--- config.mk ---
export PLATFORM = sky130hd
export DESIGN_NAME = cpu_multiply_iterative
export DESIGN_NICKNAME = d
export VERILOG_FILES = /design/src/rtl/cpu_multiply_iterative.sv
export SDC_FILE = /design/constraint.sdc
export NUM_CORES = 1
export LEC_CHECK = 0
export CORE_MARGIN = 8
export CORE_UTILIZATION = 45
export CTS_CLUSTER_SIZE = 10
export DETAILED_ROUTE_END_ITERATION = 16
export MAX_ROUTING_LAYER = met4
export SLEW_MARGIN = 20
export SYNTH_ARGS = -nofsm -noshare
export SYNTH_HDL_FRONTEND = slang
export SYNTH_SLANG_ARGS = --single-unit
--- constraint.sdc ---
create_clock -name i_clock -period 15.5 [get_ports i_clock]
set_input_delay 2.325 -clock i_clock [delete_from_list [all_inputs] [get_ports i_clock]]
set_output_delay 2.325 -clock i_clock [all_outputs]
set_load 0.005 [all_outputs]
--- src/rtl/cpu_multiply_iterative.sv ---
// Iterative shift-and-add multiplier: BITS_PER_CYCLE multiplier bits per BUSY cycle,
// magnitudes multiplied unsigned and the sign applied on the final write.
//
//   state | meaning
//   IDLE  | waiting for i_latch; operands, mode and sign captured on the request edge
//   BUSY  | accumulating partial products, WIDTH/BITS_PER_CYCLE edges
//   DONE  | o_ready high until i_latch drops (a zero operand lands here straight from IDLE)
module cpu_multiply_iterative #(
    parameter int WIDTH          = 32,
    parameter int BITS_PER_CYCLE = 4
) (
    input  logic                 i_clock,
    input  logic                 i_reset_n,
    input  logic                 i_latch,
    input  logic [1:0]           i_mode,
    input  logic [WIDTH-1:0]     i_op1,
    input  logic [WIDTH-1:0]     i_op2,
    output logic                 o_ready,
    output logic                 o_busy,
    output logic [2*WIDTH-1:0]   o_result
);

    localparam int N     = WIDTH / BITS_PER_CYCLE;
    localparam int CNT_W = (N > 1) ? $clog2(N) : 1;
    localparam int PW    = 2 * WIDTH;

    typedef enum logic [1:0] {
        IDLE = 2'd0,
        BUSY = 2'd1,
        DONE = 2'd2
    } state_t;

    state_t             state_q, state_d;
    logic [PW-1:0]      mcand_q, mcand_d;
    logic [WIDTH-1:0]   mplier_q, mplier_d;
    logic               neg_q, neg_d;
    logic [PW-1:0]      acc_q, acc_d;
    logic [CNT_W-1:0]   cnt_q, cnt_d;
    logic               ready_q, ready_d;
    logic               busy_q, busy_d;
    logic [PW-1:0]      result_q, result_d;

    logic               op1_signed, op2_signed;
    logic               op1_neg, op2_neg;
    logic [WIDTH-1:0]   op1_mag, op2_mag;
    logic [PW-1:0]      step;
    logic [PW-1:0]      acc_sum;
    logic               last_step;

    always_comb begin
        op1_signed = (i_mode == 2'b01) || (i_mode == 2'b10);
        op2_signed = (i_mode == 2'b01);
        op1_neg    = op1_signed & i_op1[WIDTH-1];
        op2_neg    = op2_signed & i_op2[WIDTH-1];
        // The most-negative value negates to itself, which is its correct unsigned magnitude.
        op1_mag    = op1_neg ? (~i_op1 + WIDTH'(1)) : i_op1;
        op2_mag    = op2_neg ? (~i_op2 + WIDTH'(1)) : i_op2;

        step = '0;
        for (int b = 0; b < BITS_PER_CYCLE; b++) begin
            if (mplier_q[b]) begin
                step = step + (mcand_q << b);
            end
        end
        acc_sum   = acc_q + step;
        last_step = (cnt_q == CNT_W'(N - 1));
    end

    always_comb begin
        state_d  = state_q;
        mcand_d  = mcand_q;
        mplier_d = mplier_q;
        neg_d    = neg_q;
        acc_d    = acc_q;
        cnt_d    = cnt_q;
        ready_d  = ready_q;
        result_d = result_q;

        case (state_q)
            IDLE: begin
                ready_d = 1'b0;
                if (i_latch) begin
                    mcand_d  = PW'(op1_mag);
                    mplier_d = op2_mag;
                    neg_d    = op1_neg ^ op2_neg;
                    acc_d    = '0;
                    cnt_d    = '0;
                    state_d  = ((i_op1 == '0) || (i_op2 == '0)) ? DONE : BUSY;
                end
            end
            BUSY: begin
                acc_d    = acc_sum;
                mcand_d  = mcand_q << BITS_PER_CYCLE;
                mplier_d = mplier_q >> BITS_PER_CYCLE;
                cnt_d    = cnt_q + CNT_W'(1);
                if (last_step) begin
                    state_d  = DONE;
                    ready_d  = 1'b1;
                    result_d = neg_q ? (~acc_sum + PW'(1)) : acc_sum;
                end
            end
            DONE: begin
                // Only the zero shortcut arrives here with ready low; raise it one edge later.
                if (!ready_q) begin
                    ready_d  = 1'b1;
                    result_d = '0;
                end else if (!i_latch) begin
                    state_d = IDLE;
                    ready_d = 1'b0;
                end
            end
            default: begin
                state_d = IDLE;
                ready_d = 1'b0;
            end
        endcase

        busy_d = (state_d == BUSY);
    end

    always_ff @(posedge i_clock or negedge i_reset_n) begin
        if (!i_reset_n) begin
            state_q  <= IDLE;
            mcand_q  <= '0;
            mplier_q <= '0;
            neg_q    <= 1'b0;
            acc_q    <= '0;
            cnt_q    <= '0;
            ready_q  <= 1'b0;
            busy_q   <= 1'b0;
            result_q <= '0;
        end else begin
            state_q  <= state_d;
            mcand_q  <= mcand_d;
            mplier_q <= mplier_d;
            neg_q    <= neg_d;
            acc_q    <= acc_d;
            cnt_q    <= cnt_d;
            ready_q  <= ready_d;
            busy_q   <= busy_d;
            result_q <= result_d;
        end
    end

    assign o_ready  = ready_q;
    assign o_busy   = busy_q;
    assign o_result = result_q;

endmodule

==> impl_metrics.env <==
export IMPL_firstDrtPassIters=5
export IMPL_place_hpwl_mm=70.8
export IMPL_fin_crit_sh_pct=80.1
export IMPL_cp_slowest_cell="dfrtp_4"
export IMPL_grt_pass1_wl_mm=147
export IMPL_cts_buffers=31
export IMPL_maxSlewViolCount=0
export IMPL_clock_sinks=232
export IMPL_synth_seq_cells=232
export IMPL_vias=28400
export IMPL_status="complete, no violations"
export IMPL_clockBufferDepth=3
export IMPL_fin_setup_tns_ns=0
export IMPL_netlist_area_um2=29300
export IMPL_insertion_delay_ns=0.61
export IMPL_min_period_ns=12.41
export IMPL_grt_overflow=0
export IMPL_cts_tree="yes"
export IMPL_cp_start_kind="flop"
export IMPL_report_final_setup_viol=0
export IMPL_crit_top_cell="nand2_1"
export IMPL_muxShareOfSynthArea_pct=3.09
export IMPL_postCtsSetupRepairBufs=0
export IMPL_synth_simple_gate_area_share_pct=20.6
export IMPL_endpoint_kind="flop"
export IMPL_cpPeakStageDelay_ns=0.62
export IMPL_fmax_ghz=0.0806
export IMPL_r2r_cells=51
export IMPL_hold_buffers=0
export IMPL_syn_area_per_cell_um2=7.42
export IMPL_async_flop_share_pct=100
export IMPL_holdWs_ns=0.473
export IMPL_remaining_drc_errors=0
export IMPL_syn_inst=3946
export IMPL_ys_warn_count=0
export IMPL_grt_start_max_net_pins=93
export IMPL_cts_resized=0
export IMPL_first_global_vias=27800
export IMPL_worstSetupPathDepth=51
export IMPL_crit_buf_inv=2
export IMPL_worstHoldPathCells=2
export IMPL_diodes=0
export IMPL_clock_skew_ns=0.0126
export IMPL_synth_edff_count=0
export IMPL_maxCapViolations=0
export IMPL_first_iter_violations=1691
export IMPL_crit_type="reg -> reg"
export IMPL_synth_net_count=4277
export IMPL_coreArea_um2=64300
export IMPL_ant_nets=0
export IMPL_crit_path_max_fanout=32
export IMPL_routabilityCongestion=0.946
export IMPL_num_rows=93
export IMPL_cts_root_buf="clkbuf_16"
export IMPL_arrival_ns=12.86
export IMPL_nFillCells=6530
export IMPL_reg2reg_setup_slack_ns=3.09
export IMPL_final_util_pct=49.7
export IMPL_start_util_pct=45.5
export IMPL_via_per_inst=5.93
export IMPL_slew_headroom_pct=30.6
export IMPL_required_ns=15.95
export IMPL_hold_viol=0
export IMPL_layout_nets=4235
export IMPL_synth_fa_ha_area_share_pct=11.3
export IMPL_grtUsageTotal_pct=24.5
export IMPL_drt_wl_total_mm=91.0
export IMPL_synth_top_family_by_area="compound AO/OA/AOI/OAI gates"
export IMPL_die_w_um=271
export IMPL_routedWlPerCell_um=19.0
export IMPL_hp_class="reg -> reg"
export IMPL_synth_xor_area_share_pct=11.1
export IMPL_cts_htree_levels=1
export IMPL_area_growth_pct=9.33
export IMPL_ys_types=93
export IMPL_synth_compound_area_share_pct=29.5
export IMPL_antenna_found_initial=0
export IMPL_die_area_um2=73400
export IMPL_synth_sequential_area_ratio_pct=19.8
export IMPL_rsz0062_at_grt="no"
export IMPL_synth_flop_cell="dfrtp_1"
export IMPL_io_pins=135
export IMPL_port_buffers=134
export IMPL_tightest_slew_ns=1.04
export IMPL_critPathTopFamily="compound AO/OA/AOI/OAI gates"
export IMPL_die_y_um=271
export IMPL_drive_gt1_share_pct=5.28
export IMPL_path_clk_slew_ns=0.06
-- kinds of logic after synthesis --
group,Yosys count
AO/OA/AOI/OAI,1369
multiplexers,82
flip-flops,232
AND/OR/NAND/NOR,1280
buffers and inverters,353
adder cells (fa/ha/maj),262
XOR/XNOR,368
-- registers in the layout, summed over array words and instances (netlist names) --
register / cells
acc_q: 64
o_ready: 1
cnt_q: 3
mcand_q: 64
mplier_q: 32
o_busy: 1
neg_q: 1
state_q: 2
o_result: 64
-- final cells by class --
class                           instances  area [µm²]  area share, %
Sequential cell                       232        5810           18.2
Inverter                              123         462           1.44
Multi-Input combinational cell       3361       22200           69.3
Clock inverter                          9         118          0.368
Tap cell                              855        1070           3.34
Timing Repair Buffer                  155        1500           4.70
Clock buffer                           43         861           2.69
-- stage by stage --
stage          cell area, µm²  cells  setup WS, ns
2_1_floorplan           29300   3946          2.74
3_3_place_gp            31000   4726          3.14
3_5_place_dp            31000   4726          3.14
4_1_cts                 32000   4778          3.08
5_1_grt                 32000   4778          2.06
6_report                32000   4778          3.09
-- Yosys cell counts (45+ instances only) --
| master | count | area share [%] |
|---|---|---|
| a22o_1 | 48 | 1.4 |
| ha_1 | 258 | 11 |
| nor3_1 | 59 | 1.0 |
| xor2_1 | 175 | 5.2 |
| a21o_1 | 153 | 3.9 |
| nand2_1 | 522 | 6.7 |
| a21oi_1 | 415 | 7.1 |
| xnor2_1 | 191 | 5.7 |
| mux2_2 | 67 | 2.6 |
| inv_1 | 119 | 1.5 |
| nand3_1 | 99 | 1.7 |
| nor2_1 | 255 | 3.3 |
| o21bai_1 | 45 | 1.2 |
| dfrtp_1 | 232 | 20 |
| o22ai_1 | 48 | 1.0 |
| nand4_1 | 66 | 1.4 |
| o21ai_0 | 303 | 5.2 |
| clkbuf_1 | 202 | 2.6 |
| and2_1 | 50 | 1.1 |
-- path summary, 6_finish.rpt --
path                             startpoint           end
worst max-delay path            mplier_q[0]  o_result[55]
worst min-delay path            o_result[8]   o_result[8]
worst max register to register  mplier_q[0]  o_result[55]
worst min register to register  o_result[8]   o_result[8]
max in group asynchronous         i_reset_n   o_result[8]
min in group asynchronous         i_reset_n   mcand_q[55]
-- layout by cell type (no fill, tap or decap), types with 59 or more instances in the layout --
master,n
xnor2_1,191
a21o_1,153
mux2_2,67
nand2_1,521
nand3_1,98
ha_1,257
nor3_1,59
clkdlybuf4s50_1,133
xor2_1,175
nor2_1,254
inv_1,119
o21ai_0,301
nand4_1,66
dfrtp_1,227
a21oi_1,415
-- tightest hold or removal path: cells and delay by family (launching register included) --
| kind | cells | cell delay, ns |
|---|---|---|
| AO/OA/AOI/OAI | 1 | 0.06 |
| flip-flops | 1 | 0.33 |
| AND/OR/NAND/NOR | 1 | 0.05 |
-- layer usage --
metal	vias up	global-route usage (%)	part of all wire, %
met5	-	-	0
met3	168	1.90	3.0
met1	13400	29.3	43
li1	14200	-	-
met4	0	7.35	3.3
met2	544	43.6	50
Power is left out: the tool's default activity adds up to more than one toggle a clock period on the data nets, which glitch-free logic cannot reach.
